$ cat src/rtl/pool_window_engine_pkg.sv
// Shared definitions for the pooling engine: mode codes, FSM state encoding,
// and accumulator width helpers.
package pool_window_engine_pkg;

    localparam logic POOL_MODE_MAX = 1'b0;
    localparam logic POOL_MODE_AVG = 1'b1;

    typedef enum logic [1:0] {
        IDLE  = 2'd0,
        ACCUM = 2'd1,
        EMIT  = 2'd2,
        DONE  = 2'd3
    } pool_state_t;

    function automatic int clog2(input int value);
        int r;
        r = 0;
        for (int i = 0; i < 31; i++) begin
            if ((1 << i) < value) r = i + 1;
        end
        return r;
    endfunction

    // A full POOL_SIZE x POOL_SIZE sum needs 2*log2(POOL_SIZE) guard bits.
    function automatic int acc_width(input int dwidth, input int pool_size);
        return dwidth + 2 * clog2(pool_size);
    endfunction

endpackage

$ cat src/rtl/pool_lane_reduce.sv
// One output lane of the pooling engine: running signed max or sum over the
// POOL_SIZE input lanes it owns, with clear/load and final average shift.
module pool_lane_reduce
    import pool_window_engine_pkg::*;
#(
    parameter int DWIDTH    = 8,
    parameter int POOL_SIZE = 2,
    parameter int ACC_W     = acc_width(8, 2)
) (
    input  logic                          clk,
    input  logic                          reset,
    input  logic                          mode,
    input  logic                          clear,
    input  logic                          load,
    input  logic [POOL_SIZE*DWIDTH-1:0]   elems,
    input  logic [POOL_SIZE-1:0]          mask,
    output logic [DWIDTH-1:0]             result
);

    localparam int SHIFT = 2 * clog2(POOL_SIZE);
    localparam logic signed [ACC_W-1:0] MIN_VAL =
        {{(ACC_W - DWIDTH + 1){1'b1}}, {(DWIDTH - 1){1'b0}}};

    logic signed [ACC_W-1:0]  acc;
    logic signed [ACC_W-1:0]  init;
    logic signed [ACC_W-1:0]  base;
    logic signed [ACC_W-1:0]  folded;
    logic signed [ACC_W-1:0]  elem;
    logic signed [DWIDTH-1:0] v;

    // Masked lanes contribute the identity of the current reduction, which is
    // also the value a freshly cleared accumulator starts from.
    always_comb begin
        // NOTE: every variable gets a default before any branch so no latch is inferred.
        init   = (mode == POOL_MODE_AVG) ? '0 : MIN_VAL;
        base   = clear ? init : acc;
        folded = base;
        elem   = '0;
        v      = '0;
        for (int i = 0; i < POOL_SIZE; i++) begin
            v    = elems[i*DWIDTH +: DWIDTH];
            elem = mask[i] ? ACC_W'(v) : init;
            if (mode == POOL_MODE_AVG) folded = folded + elem;
            else if (elem > folded)    folded = elem;
        end
    end

    always_ff @(posedge clk) begin
        // NOTE: state updates use non-blocking assignments so all flops sample together.
        if (!reset)              acc <= '0;
        else if (clear || load)  acc <= load ? folded : base;
    end

    assign result = (mode == POOL_MODE_AVG) ? DWIDTH'(acc >>> SHIFT) : DWIDTH'(acc);

endmodule

$ cat src/rtl/pool_window_engine.sv
// Max/average pooling stage with registered bypass. Define POOL_RELU_EN to
// clamp pooled (non-bypass) results to zero or above.
module pool_window_engine
    import pool_window_engine_pkg::*;
#(
    parameter int DWIDTH     = 8,
    parameter int NUM_LANES  = 4,
    parameter int POOL_SIZE  = 2,
    parameter int MASK_WIDTH = NUM_LANES,
    parameter int CNT_W      = 16
) (
    input  logic                          clk,
    input  logic                          reset,
    input  logic                          enable_pool,
    input  logic                          pool_mode,
    input  logic                          start_pool,
    input  logic [CNT_W-1:0]              num_windows,
    input  logic                          in_data_available,
    input  logic [NUM_LANES*DWIDTH-1:0]   inp_data,
    input  logic [MASK_WIDTH-1:0]         validity_mask,
    output logic [NUM_LANES*DWIDTH-1:0]   out_data,
    output logic                          out_data_available,
    output logic                          done_pool
);

    localparam int OUT_LANES = NUM_LANES / POOL_SIZE;
    localparam int ACC_W     = acc_width(DWIDTH, POOL_SIZE);
    localparam int ROW_W     = (POOL_SIZE > 1) ? clog2(POOL_SIZE) : 1;

    pool_state_t              state, state_next;
    logic                     mode_q;
    logic [CNT_W-1:0]         num_q;
    logic [CNT_W-1:0]         win_cnt;
    logic [ROW_W-1:0]         row_cnt;
    logic                     start_ok, last_win, last_row, fold, clear, mode_eff, bypass;
    logic [DWIDTH-1:0]        lane_res [OUT_LANES];
    logic [DWIDTH-1:0]        lane_val;
    logic [NUM_LANES*DWIDTH-1:0] pooled;

    assign start_ok = (state == IDLE) && start_pool && enable_pool;
    assign last_win = (CNT_W'(win_cnt + 1'b1) == num_q);
    assign last_row = (row_cnt == ROW_W'(POOL_SIZE - 1));
    // A vector arriving during the final EMIT belongs to no window and is dropped.
    assign fold     = in_data_available &&
                      ((state == ACCUM) || ((state == EMIT) && !last_win));
    assign clear    = start_ok || (state == EMIT);
    assign mode_eff = (state == IDLE) ? pool_mode : mode_q;
    assign bypass   = ((state == IDLE) || (state == DONE)) && !enable_pool;
    assign done_pool = (state == IDLE) || (state == DONE);

    for (genvar j = 0; j < OUT_LANES; j++) begin : g_lane
        pool_lane_reduce #(
            .DWIDTH    (DWIDTH),
            .POOL_SIZE (POOL_SIZE),
            .ACC_W     (ACC_W)
        ) u_reduce (
            .clk    (clk),
            .reset  (reset),
            .mode   (mode_eff),
            .clear  (clear),
            .load   (fold),
            .elems  (inp_data[j*POOL_SIZE*DWIDTH +: POOL_SIZE*DWIDTH]),
            .mask   (validity_mask[j*POOL_SIZE +: POOL_SIZE]),
            .result (lane_res[j])
        );
    end

    always_comb begin
        pooled   = '0;
        lane_val = '0;
        for (int j = 0; j < OUT_LANES; j++) begin
            lane_val = lane_res[j];
`ifdef POOL_RELU_EN
            if (lane_val[DWIDTH-1]) lane_val = '0;
`endif
            pooled[j*DWIDTH +: DWIDTH] = lane_val;
        end
    end

    always_comb begin
        state_next = state;
        case (state)
            IDLE:    if (start_ok) state_next = (num_windows == '0) ? DONE : ACCUM;
            ACCUM:   if (fold && last_row) state_next = EMIT;
            EMIT: begin
                if (last_win)              state_next = DONE;
                else if (fold && last_row) state_next = EMIT;
                else                       state_next = ACCUM;
            end
            DONE:    state_next = IDLE;
            default: state_next = IDLE;
        endcase
    end

    always_ff @(posedge clk) begin
        if (!reset) begin
            state              <= IDLE;
            mode_q             <= POOL_MODE_MAX;
            num_q              <= '0;
            win_cnt            <= '0;
            row_cnt            <= '0;
            out_data           <= '0;
            out_data_available <= 1'b0;
        end else begin
            state              <= state_next;
            out_data_available <= 1'b0;
            if (start_ok) begin
                mode_q  <= pool_mode;
                num_q   <= num_windows;
                win_cnt <= '0;
                row_cnt <= '0;
            end
            if (fold) row_cnt <= last_row ? '0 : row_cnt + 1'b1;
            if (state == EMIT) begin
                out_data           <= pooled;
                out_data_available <= 1'b1;
                win_cnt            <= win_cnt + 1'b1;
            end else if (bypass) begin
                out_data           <= inp_data;
                out_data_available <= in_data_available;
            end
        end
    end

endmodule
$ cat config.mk
export PLATFORM = sky130hd
export DESIGN_NAME = pool_window_engine
export DESIGN_NICKNAME = d
export VERILOG_FILES = /design/src/rtl/pool_window_engine_pkg.sv /design/src/rtl/pool_lane_reduce.sv /design/src/rtl/pool_window_engine.sv
export SDC_FILE = /design/constraint.sdc
export NUM_CORES = 1
export LEC_CHECK = 0
export ABC_AREA = 1
export BUFFER_PORTS_ARGS = -buffer_cell sky130_fd_sc_hd__buf_4
export CORE_UTILIZATION = 56
export DETAILED_ROUTE_END_ITERATION = 6
export PLACE_DENSITY = 0.8
export RECOVER_POWER = 50
export REMOVE_ABC_BUFFERS = 1
export SLEW_MARGIN = 20
export SYNTH_ARGS = -nofsm -noshare
export SYNTH_HDL_FRONTEND = slang
export SYNTH_SLANG_ARGS = --single-unit
$ cat constraint.sdc
create_clock -name clk -period 7.6 [get_ports clk]
set_input_delay 1.9 -clock clk [delete_from_list [all_inputs] [get_ports clk]]
set_output_delay 1.9 -clock clk [all_outputs]
set_load 0.01 [all_outputs]
# Yosys cells after proc, flatten, opt, wreduce, memory -nomap -nowiden

Cells that the tools add are included.

$add $sub $neg: 6
Order comparisons: 4
Eq/ne operators: 6
Mux-type cells: 35
Bitwise operators: 1
Reductions and logical operators: 19

Operator list:

| cell                  | count |
|---|---|
| $mux 10               | 17 |
| $mux 16               | 4 |
| $add 10x10->10        | 4 |
| $gt 10x10->1          | 4 |
| $add 16x1->16 const B | 1 |
| $eq 16x16->1          | 1 |
| $logic_not 16->1      | 1 |
| $mux 8                | 2 |
| $mux 2                | 5 |
| $pmux 2 s4            | 1 |
| $logic_and 1x1->1     | 6 |
| $mux 1                | 6 |
| $reduce_bool 2->1     | 3 |
| $eq 2x2->1 const B    | 2 |
| $logic_or 1x1->1      | 4 |
| $eq 2x1->1 const B    | 1 |
| $logic_not 1->1       | 2 |
| $logic_not 2->1       | 1 |
| $ne 2x1->1 const B    | 1 |
| $ne 2x2->1 const B    | 1 |
| $reduce_and 2->1      | 1 |
| $reduce_or 2->1       | 1 |
| $add 1x1->1 const B   | 1 |
| $not 1->1             | 1 |

Register bits after elaboration: 89

# Logic depth before layout (Yosys ltp)

Gate-level depths: netlist of run 1.

Depth after elaboration: 12
Depth in mapped cells: 37
Mapped depth without buffers: 37

# Hierarchy

A second synthesis of run 1 with hierarchy kept.

Cell total of the unflattened synthesis: 1378
Area, all modules: 8501.9 µm²

By module, submodules not included:

| module                                 | instances | cells each | area an instance (µm²) | seq. area each (µm²) |
|---|---|---|---|---|
| pool_window_engine                     | 1         | 533        | 3457.1                 | 1381.3 |
| pool_lane_reduce at g_lane[0].u_reduce | 1         | 424        | 2563.7                 | 200.2 |
| pool_lane_reduce at g_lane[1].u_reduce | 1         | 421        | 2481.1                 | 200.2 |

# Worst setup path after synthesis of run 1

Ideal clock, no wire load.

Path kind: in2reg
From: input enable_pool
To: register g_lane[0].u_reduce.acc[7]
Library setup time: 0.132 ns
Arrival: 6.138 ns
Required time: 7.468 ns
Slack: 1.330 ns
Cell stages on the path: 28
Path buffers: 2
Cell sequence: nand3_1 -> nand2_1 -> inv_1 -> buf_2 -> a21oi_1 -> inv_1 -> ha_1 -> inv_1 -> a21oi_1 -> o21a_1 -> nand3_1 -> xor2_1 -> nand2_1 -> buf_2 -> o211ai_1 -> nand2_1 -> ha_1 -> or2_2 -> nor2_1 -> o211ai_1 -> o2111ai_1 -> xor2_1 -> nand2_1 -> clkinv_1 -> nand2_1 -> nand2_1 -> o21ai_0 -> a21oi_1

Word-level cells in the longest chain between the ends: 10
Elaborated cells on any way between the ends: 13

RTL lines:

| item                  | line                     | text |
|---|---|---|
| start, declared       | pool_window_engine.sv:14 | `input logic enable_pool,` |
| $logic_and 1x1->1 (*) | pool_window_engine.sv:40 | `assign start_ok = (state == IDLE) && start_pool && enable_pool;` |
| $logic_or 1x1->1 (*)  | pool_window_engine.sv:46 | `assign clear = start_ok \|\| (state == EMIT);` |
| $mux 10               | pool_lane_reduce.sv:36   | `base = clear ? init : acc;` |
| $gt 10x10->1          | pool_lane_reduce.sv:44   | `else if (elem > folded) folded = elem;` |
| $mux 10               | pool_lane_reduce.sv:44   |  |
| $mux 10               | pool_lane_reduce.sv:43   | `if (mode == POOL_MODE_AVG) folded = folded + elem;` |
| $gt 10x10->1          | pool_lane_reduce.sv:44   |  |
| $mux 10               | pool_lane_reduce.sv:44   |  |
| $mux 10               | pool_lane_reduce.sv:43   |  |
| $mux 10               | pool_lane_reduce.sv:51   | `else if (clear \|\| load) acc <= load ? folded : base;` |
| end signal, assigned  | pool_lane_reduce.sv:51   |  |
| end, declared         | pool_lane_reduce.sv:24   | `logic signed [ACC_W-1:0] acc;` |

Every way passes the cells marked *; elsewhere a longest branch is shown, timed or not.
A chain may end at the register's enable or synchronous reset.

# Worst setup path in the final report of run 1

From: input enable_pool
To: register g_lane[1].u_reduce.acc[0]

Word-level cells in the longest chain between the ends: 10
Elaborated cells on any way between the ends: 13

RTL lines:

| item                  | line |
|---|---|
| $logic_and 1x1->1 (*) | pool_window_engine.sv:40 |
| $logic_or 1x1->1 (*)  | pool_window_engine.sv:46 |
| $mux 10               | pool_lane_reduce.sv:36 |
| $gt 10x10->1          | pool_lane_reduce.sv:44 |
| $mux 10               | pool_lane_reduce.sv:44 |
| $mux 10               | pool_lane_reduce.sv:43 |
| $gt 10x10->1          | pool_lane_reduce.sv:44 |
| $mux 10               | pool_lane_reduce.sv:44 |
| $mux 10               | pool_lane_reduce.sv:43 |
| $mux 10               | pool_lane_reduce.sv:51 |
| end signal, assigned  | pool_lane_reduce.sv:51 |
| end, declared         | pool_lane_reduce.sv:24 |

Marks and branches as above.

==> results.json, run 1 <==
{
  "gp_congestion": 0.942,
  "whs_endpoint": "out_data[16]$_SDFFE_PP0P_",
  "grt_max_degree": 55,
  "final_area_um2": 8810,
  "drt-pass1-iter-count": 5,
  "syn_area_um2": 7860,
  "die_y_um": 121,
  "core_um2": 13500,
  "fmax_mhz": 142,
  "wl_per_cell_um": 15.2,
  "synth_area_leaders": "dfxtp_1 23%, nand2_1 14%, ha_1 13%",
  "setup_viol": 0,
  "drc_errors": 0,
  "htree_levels": 3,
  "die_w_um": 121,
  "start_kind": "input pin",
  "rrSetupSlack_ps": 1140,
  "rr_startpoint": "state[0]$_SDFFE_PN0P_",
  "drt-initial-drc-count": 663,
  "ant_nets": 0,
  "ys_top_cells_by_count": "296 x nand2_1, 177 x inv_1, 152 x a21oi_1, 129 x o21ai_0, 97 x nor2_1",
  "holdBufCountCts": 0,
  "peakVddDrop_mv": 0.758,
  "avgSynthCellArea_um2": 6.22,
  "antenna_found_initial": 0,
  "p_leak_nw": 4.31,
  "reg2reg_to": "g_lane[1].u_reduce.acc[0]$_SDFFE_PN0P_",
  "min_period_ps": 7070,
  "crit_path_end_kind": "register",
  "grt_usage": 0.317,
  "ctsResizeCount": 0,
  "num_rows": 42,
  "setup_tns_ps": 0,
  "p_per_area_nw_per_um2": 520,
  "post_drt_via_cell_ratio": 5.56,
  "ys.flop_type": "dfxtp_1",
  "crit_family": "simple AND/OR/NAND/NOR gates",
  "port_buffers": 91,
  "hpwl_um": 17600,
  "synth_seq_cells": 89,
  "worstPathMaxFanout": 17,
  "fillCellCount": 1307,
  "initial_core_util": 0.585,
  "syn-instance-count": 1264,
  "worstMarginPinSlew_ps": 2200,
  "holdCritStartpoint": "out_data[16]$_SDFFE_PP0P_",
  "yosysTopAreaCell": "dfxtp_1",
  "outcome": "finished with violations",
  "synth_edf_count": 0,
  "synth_cell_types": 43,
  "final_util": 0.655,
  "path_class": "input pin to register",
  "required_ps": 7840,
  "hold_viol": 0,
  "fp.dieArea_um2": 14500,
  "num_io_pins": 92,
  "fin_crit_sh": 0.930,
  "worst_path_largest_cell_delay_ps": 440,
  "routed-via-count": 8396,
  "grt_pass1_vias": 7414,
  "min_path_cells": 2,
  "rsz0062_at_grt": "false",
  "num_antenna_cells": 0,
  "placed_cell_area_um2": 8650,
  "path_common_cell": "nand2_1",
  "cts_tree": "done",
  "clk_latency_ps": 360,
  "reg2reg_depth": 30,
  "design.final.nets": 1470,
  "grt_overflow": 0,
  "path_clk_slew_ps": 70,
  "grt_pass1_wl_um": 36300,
  "synth_warnings": 0,
  "clock_skew_ps": 8.28,
  "violations": "capacitance limit, slew limit",
  "slew_violations": 55,
  "drt-total-wl_um": 23000,
  "crit_slowest_cell": "nor3_1",
  "drive_above_1_share": 0.0803,
  "cts_setup_buffers": 0,
  "cts_sinks": 89,
  "clock_path_buffers": 2,
  "synth_most_common_cell": "nand2_1",
  "synth-async-reset-ratio": 0,
  "crit_arrival_ps": 7300,
  "cts-root-buf": "clkbuf_16",
  "timing.max_cap.violations": 1,
  "area_delta_synth_final_pct": 12.0,
  "relSlewSlack": -0.464,
  "cts_buffers": 9,
  "hold_class": "register to register",
  "worst-path-buf-inv": 5,
  "synth_top_area_share": 0.227,
  "ys_seq_area_frac": 0.227
}
layout make-up:
cell class	instances	area (um2)	area share
Inverter	180	676	0.0767
Multi-Input combinational cell	946	5210	0.592
Tap cell	176	220	0.0250
Clock inverter	5	40.0	0.00455
Clock buffer	11	243	0.0276
Timing Repair Buffer	102	634	0.0720
Sequential cell	89	1780	0.202
worst max path at each step:
stage                start                                endpoint  slack (ps)  cells after the start
2_1_floorplan    pool_mode  g_lane[0].u_reduce.acc[7]$_SDFFE_PN0P_       -3270                     14
3_3_place_gp    start_pool  g_lane[1].u_reduce.acc[0]$_SDFFE_PN0P_         320                     29
3_5_place_dp   enable_pool  g_lane[1].u_reduce.acc[0]$_SDFFE_PN0P_         240                     28
4_1_cts        enable_pool  g_lane[1].u_reduce.acc[0]$_SDFFE_PN0P_         600                     28
5_1_grt        enable_pool  g_lane[1].u_reduce.acc[0]$_SDFFE_PN0P_          80                     28
6_report       enable_pool  g_lane[1].u_reduce.acc[0]$_SDFFE_PN0P_         530                     28
worst register-to-register path, delay by kind of cell, from the launching register on:
| family | cells | cell delay, ps |
|---|---|---|
| xor gates and xnor gates | 1 | 190 |
| and+or+nand+nor | 13 | 2640 |
| AOI/OAI and AO/OA | 7 | 1200 |
| buffers and inverters | 6 | 1040 |
| DFF | 1 | 350 |
| adders and majority gates | 3 | 920 |
sequential cells by signal, indices dropped and copies added (netlist names):
name                 count
num_q                   16
out_data                32
last_row                 1
state                    2
g_lane.u_reduce.acc     20
out_data_available       1
win_cnt                 16
mode_q                   1
layer usage:
layer  routed length, um  part of all wire  track usage  vias up
li1                    -                 -            -     4276
met1               10500              0.46        0.435     3771
met2               10100              0.44        0.496      301
met3                1780             0.077       0.0623       48
met4                 594             0.026        0.106        0
met5                   0                 0            0        -
placed cells by master, fill, tap and decap left out, types with 6 or more instances in the layout:
cell / netlist / routed
a21oi_1: 152 / 152
buf_4: 1 / 67
clkbuf_1: 35 / 36
clkbuf_16: 0 / 9
dfxtp_1: 89 / 89
ha_1: 80 / 80
inv_1: 177 / 177
nand2_1: 296 / 296
nand2_2: 7 / 7
nand3_1: 62 / 62
nand4_1: 12 / 12
nor2_1: 97 / 97
nor3_1: 12 / 12
o211ai_1: 25 / 25
o21ai_0: 129 / 128
o21bai_1: 6 / 6
or2_2: 6 / 6
xor2_1: 12 / 12
power by group:
group | total [W] | internal [W] | switching, W
Sequential | 0.000652 | 0.000585 | 0.0000675
Clock | 0.000435 | 0.000232 | 0.000203
Combinational | 0.00349 | 0.00113 | 0.00236
per-stage QoR:
| stage | cells | total power [W] | setup slack, ps | hold slack (ps) |
|---|---|---|---|---|
| detailed placement | 1493 | 0.00412 | 240 | 454 |
| CTS | 1509 | 0.00456 | 604 | 465 |
| global placement | 1493 | 0.00408 | 322 | 447 |
| global route | 1509 | 0.00505 | 75.6 | 482 |
| floorplan | 1215 | 0.00325 | -3270 | 429 |
| finish | 1509 | 0.00458 | 535 | 462 |
cells by family (layout without fill, tap and decap cells):
group | Yosys count | in the layout | synth area share
AND/OR/NAND/NOR | 509 | 509 | 0.272
AO/OA/AOI/OAI | 336 | 336 | 0.231
buffers and inverters | 229 | 298 | 0.112
flip-flops | 89 | 89 | 0.227
adder cells (fa/ha/maj) | 84 | 84 | 0.137
XOR/XNOR | 17 | 17 | 0.0207
No activity file was read; power rests on OpenSTA's default activity.
==> run 2: changes to the inputs <==
--- a/config.mk
+++ b/config.mk
@@ -5,11 +5,10 @@
 export SDC_FILE = /design/constraint.sdc
 export NUM_CORES = 1
 export LEC_CHECK = 0
-export ABC_AREA = 1
 export BUFFER_PORTS_ARGS = -buffer_cell sky130_fd_sc_hd__buf_4
 export CORE_UTILIZATION = 56
 export DETAILED_ROUTE_END_ITERATION = 6
-export PLACE_DENSITY = 0.8
+export PLACE_DENSITY_LB_ADDON = 0.3
 export RECOVER_POWER = 50
 export REMOVE_ABC_BUFFERS = 1
 export SLEW_MARGIN = 20
==> results.json, run 2 <==
{
  "finalPower_w": 0.00398,
  "multiInputGateArea_um2": 5770,
  "worstPathMaxFanout": 16,
  "holdBufCountCts": 0,
  "wl_per_cell_um": 17.3,
  "largest_reg_flops": 32,
  "synth_cell_types": 80,
  "post_drt_via_cell_ratio": 5.98,
  "avgSynthCellArea_um2": 7.60,
  "crit_arrival_ps": 7150,
  "layout_commonest_cell": "nand2_1",
  "cts_tree": "done",
  "path_clk_slew_ps": 60,
  "worst-path-buf-inv": 2,
  "num_antenna_cells": 0,
  "initial_core_util": 0.579,
  "setup_tns_ps": 0,
  "cts_buffers": 9,
  "fillCellCount": 1289,
  "final_area_um2": 9060,
  "drt-pass1-iter-count": 5,
  "synth-async-reset-ratio": 0,
  "synth_top_family_by_area": "compound AO/OA/AOI/OAI gates",
  "final_cell_mix": "201 x nand2_1, 106 x a21oi_1, 89 x dfxtp_1",
  "synth-xor-area-share": 0.0559,
  "yosysTopAreaCell": "dfxtp_1",
  "num_io_pins": 92,
  "drc_errors": 0,
  "ff_latch_area_um2": 1780,
  "p_leak_nw": 3.88,
  "grt_pass1_vias": 7457,
  "timing.max_cap.violations": 2,
  "p_per_area_nw_per_um2": 439,
  "synth_mux_area_frac": 0.0508,
  "design.final.nets": 1272,
  "gp_congestion": 0.972,
  "start_kind": "input pin",
  "sw_frac_of_total": 0.491,
  "grt_pass1_wl_um": 36900,
  "min_period_ps": 6970,
  "fmax_mhz": 143,
  "ys_seq_area_frac": 0.220,
  "crit_family": "compound AO/OA/AOI/OAI gates",
  "cts_setup_buffers": 0,
  "final_cells": 1315,
  "power_frac_seq": 0.165,
  "ctsResizeCount": 0,
  "synth_compound_area_frac": 0.236,
  "path_common_cell": "o31ai_1",
  "reg_top3": "out_data x32, g_lane.u_reduce.acc x20",
  "synth_simple_gate_area_frac": 0.236,
  "synth_top_area_share": 0.220,
  "hpwl_um": 17100,
  "ys.flop_type": "dfxtp_1",
  "slew_violations": 81,
  "power_frac_comb": 0.714,
  "power.internal_w": 0.00203,
  "hold_class": "register to register",
  "largest-register": "out_data",
  "peakVddDrop_mv": 0.366,
  "worstPathCellList": "clkbuf_1 -> and3_1 -> nor2_2 -> buf_4 -> nand2_1 -> ha_1 -> nor2b_1 -> o31ai_1 -> a21oi_1 -> o31ai_1 -> mux2_2 -> nand2_1 -> o21ai_0 -> ha_1 -> nor2b_1 -> a2111oi_0 -> o31ai_1 -> a2111o_1 -> nand2_2 -> mux2_2 -> o21ai_1 -> a21oi_1",
  "power.share.clock": 0.121,
  "syn_area_um2": 8100,
  "drive_above_1_share": 0.126,
  "placed_cell_area_um2": 8890,
  "area_delta_synth_final_pct": 11.9,
  "fp.dieArea_um2": 14900,
  "dp_cells": 1299,
  "synth_most_common_cell": "nand2_1",
  "outcome": "finished with violations",
  "synthAdderAreaFrac": 0.134,
  "routed-via-count": 7870,
  "clock_skew_ps": 8.18,
  "clk_latency_ps": 350,
  "port_buffers": 91,
  "worstMarginPinSlew_ps": 2210,
  "ant_nets": 0,
  "setup_viol": 0,
  "grt_overflow": 0,
  "num_rows": 43,
  "final_util": 0.648,
  "path_class": "input pin to register",
  "synth_warnings": 0,
  "synth_seq_cells": 89,
  "hold_viol": 0,
  "clock_path_buffers": 2,
  "grt_max_degree": 48,
  "crit_slowest_cell": "o31ai_1",
  "worst_path_largest_cell_delay_ps": 680,
  "grt_usage": 0.313,
  "synth_edf_count": 0,
  "synth_area_leaders": "dfxtp_1 22%, ha_1 12%, nand2_1 9.3%",
  "drt-total-wl_um": 22800,
  "die_w_um": 122,
  "fin_crit_sh": 0.917,
  "p_switching_w": 0.00195,
  "drt-initial-drc-count": 568,
  "die_y_um": 122,
  "htree_levels": 3,
  "required_ps": 7780,
  "antenna_found_initial": 0,
  "core_um2": 14000,
  "rsz0062_at_grt": "false",
  "violations": "capacitance limit, slew limit",
  "relSlewSlack": -0.474,
  "syn-instance-count": 1065,
  "crit_path_end_kind": "register",
  "cts-root-buf": "clkbuf_16",
  "cts_sinks": 89,
  "ys_top_cells_by_count": "201 x nand2_1, 106 x a21oi_1, 89 x dfxtp_1, 80 x ha_1, 64 x inv_1"
}
==> run 2: cell count changes in the layout (fill, tap and decap cells not counted), sizes merged, moves of 30 or more <==
cell,previous run,this run
nand2,303,202
xnor2,4,34
o21ai,133,45
a21oi,152,106
inv,180,65
nor2,101,60
nand3,62,19
==> run 2: worst paths after layout <==
check	startpoint	endpoint	slack (ps)	cells after the start
hold reg to reg	out_data[26]$_SDFFE_PP0P_	out_data[26]$_SDFFE_PP0P_	460	2
hold / removal	out_data[26]$_SDFFE_PP0P_	out_data[26]$_SDFFE_PP0P_	460	2
setup reg to reg	state[0]$_SDFFE_PN0P_	g_lane[0].u_reduce.acc[2]$_SDFFE_PN0P_	1500	23
setup / recovery	enable_pool	g_lane[0].u_reduce.acc[2]$_SDFFE_PN0P_	630	22
==> run 2: metrics by stage <==
step                      setup WS [ps]  hold WS [ps]
after floorplan                    -975           446
after global placement              400           444
after detailed placement            336           448
after CTS                           677           457
after global routing                208           481
final                               629           456
==> run 2: layout make-up <==
type | instances | share of cell area
inverters | 65 | 0.0269
clock inverters | 4 | 0.00856
multi-input cells | 851 | 0.637
clock buffers | 12 | 0.0261
well taps | 180 | 0.0249
repair buffers | 114 | 0.0795
flip-flops and latches | 89 | 0.197
==> run 2: tightest hold or removal path, cell delays in order (launching register included) <==
cell	delay [ps]
dfxtp_1	310
nand2_1	50
a21oi_1	50
==> run 2: cells by family (layout without fill, tap and decap cells) <==
logic type | count (synthesis) | count (layout)
AO/OA/AOI/OAI | 278 | 278
adder cells (fa/ha/maj) | 84 | 84
XOR/XNOR | 50 | 50
AND/OR/NAND/NOR | 400 | 400
multiplexers | 39 | 39
flip-flops | 89 | 89
buffers and inverters | 125 | 195
==> run 2: power by group through the flow <==
| stage | Combinational, W | Clock, W | Sequential [W] |
|---|---|---|---|
| finish | 0.00284 | 0.000483 | 0.000656 |
| global route | 0.00314 | 0.000509 | 0.000666 |
| CTS | 0.00285 | 0.000493 | 0.000656 |
| detailed placement | 0.00283 | 0 | 0.000666 |
| floorplan | 0.00204 | 0 | 0.000664 |
| global placement | 0.00279 | 0 | 0.000664 |
==> run 2: per-layer routing <==
| metal | up-vias | global-route usage | part of all wire |
|---|---|---|---|
| met5 | - | 0 | 0 |
| met3 | 36 | 0.0479 | 0.048 |
| met1 | 3747 | 0.395 | 0.44 |
| li1 | 3858 | - | - |
| met4 | 0 | 0.0945 | 0.022 |
| met2 | 229 | 0.544 | 0.49 |
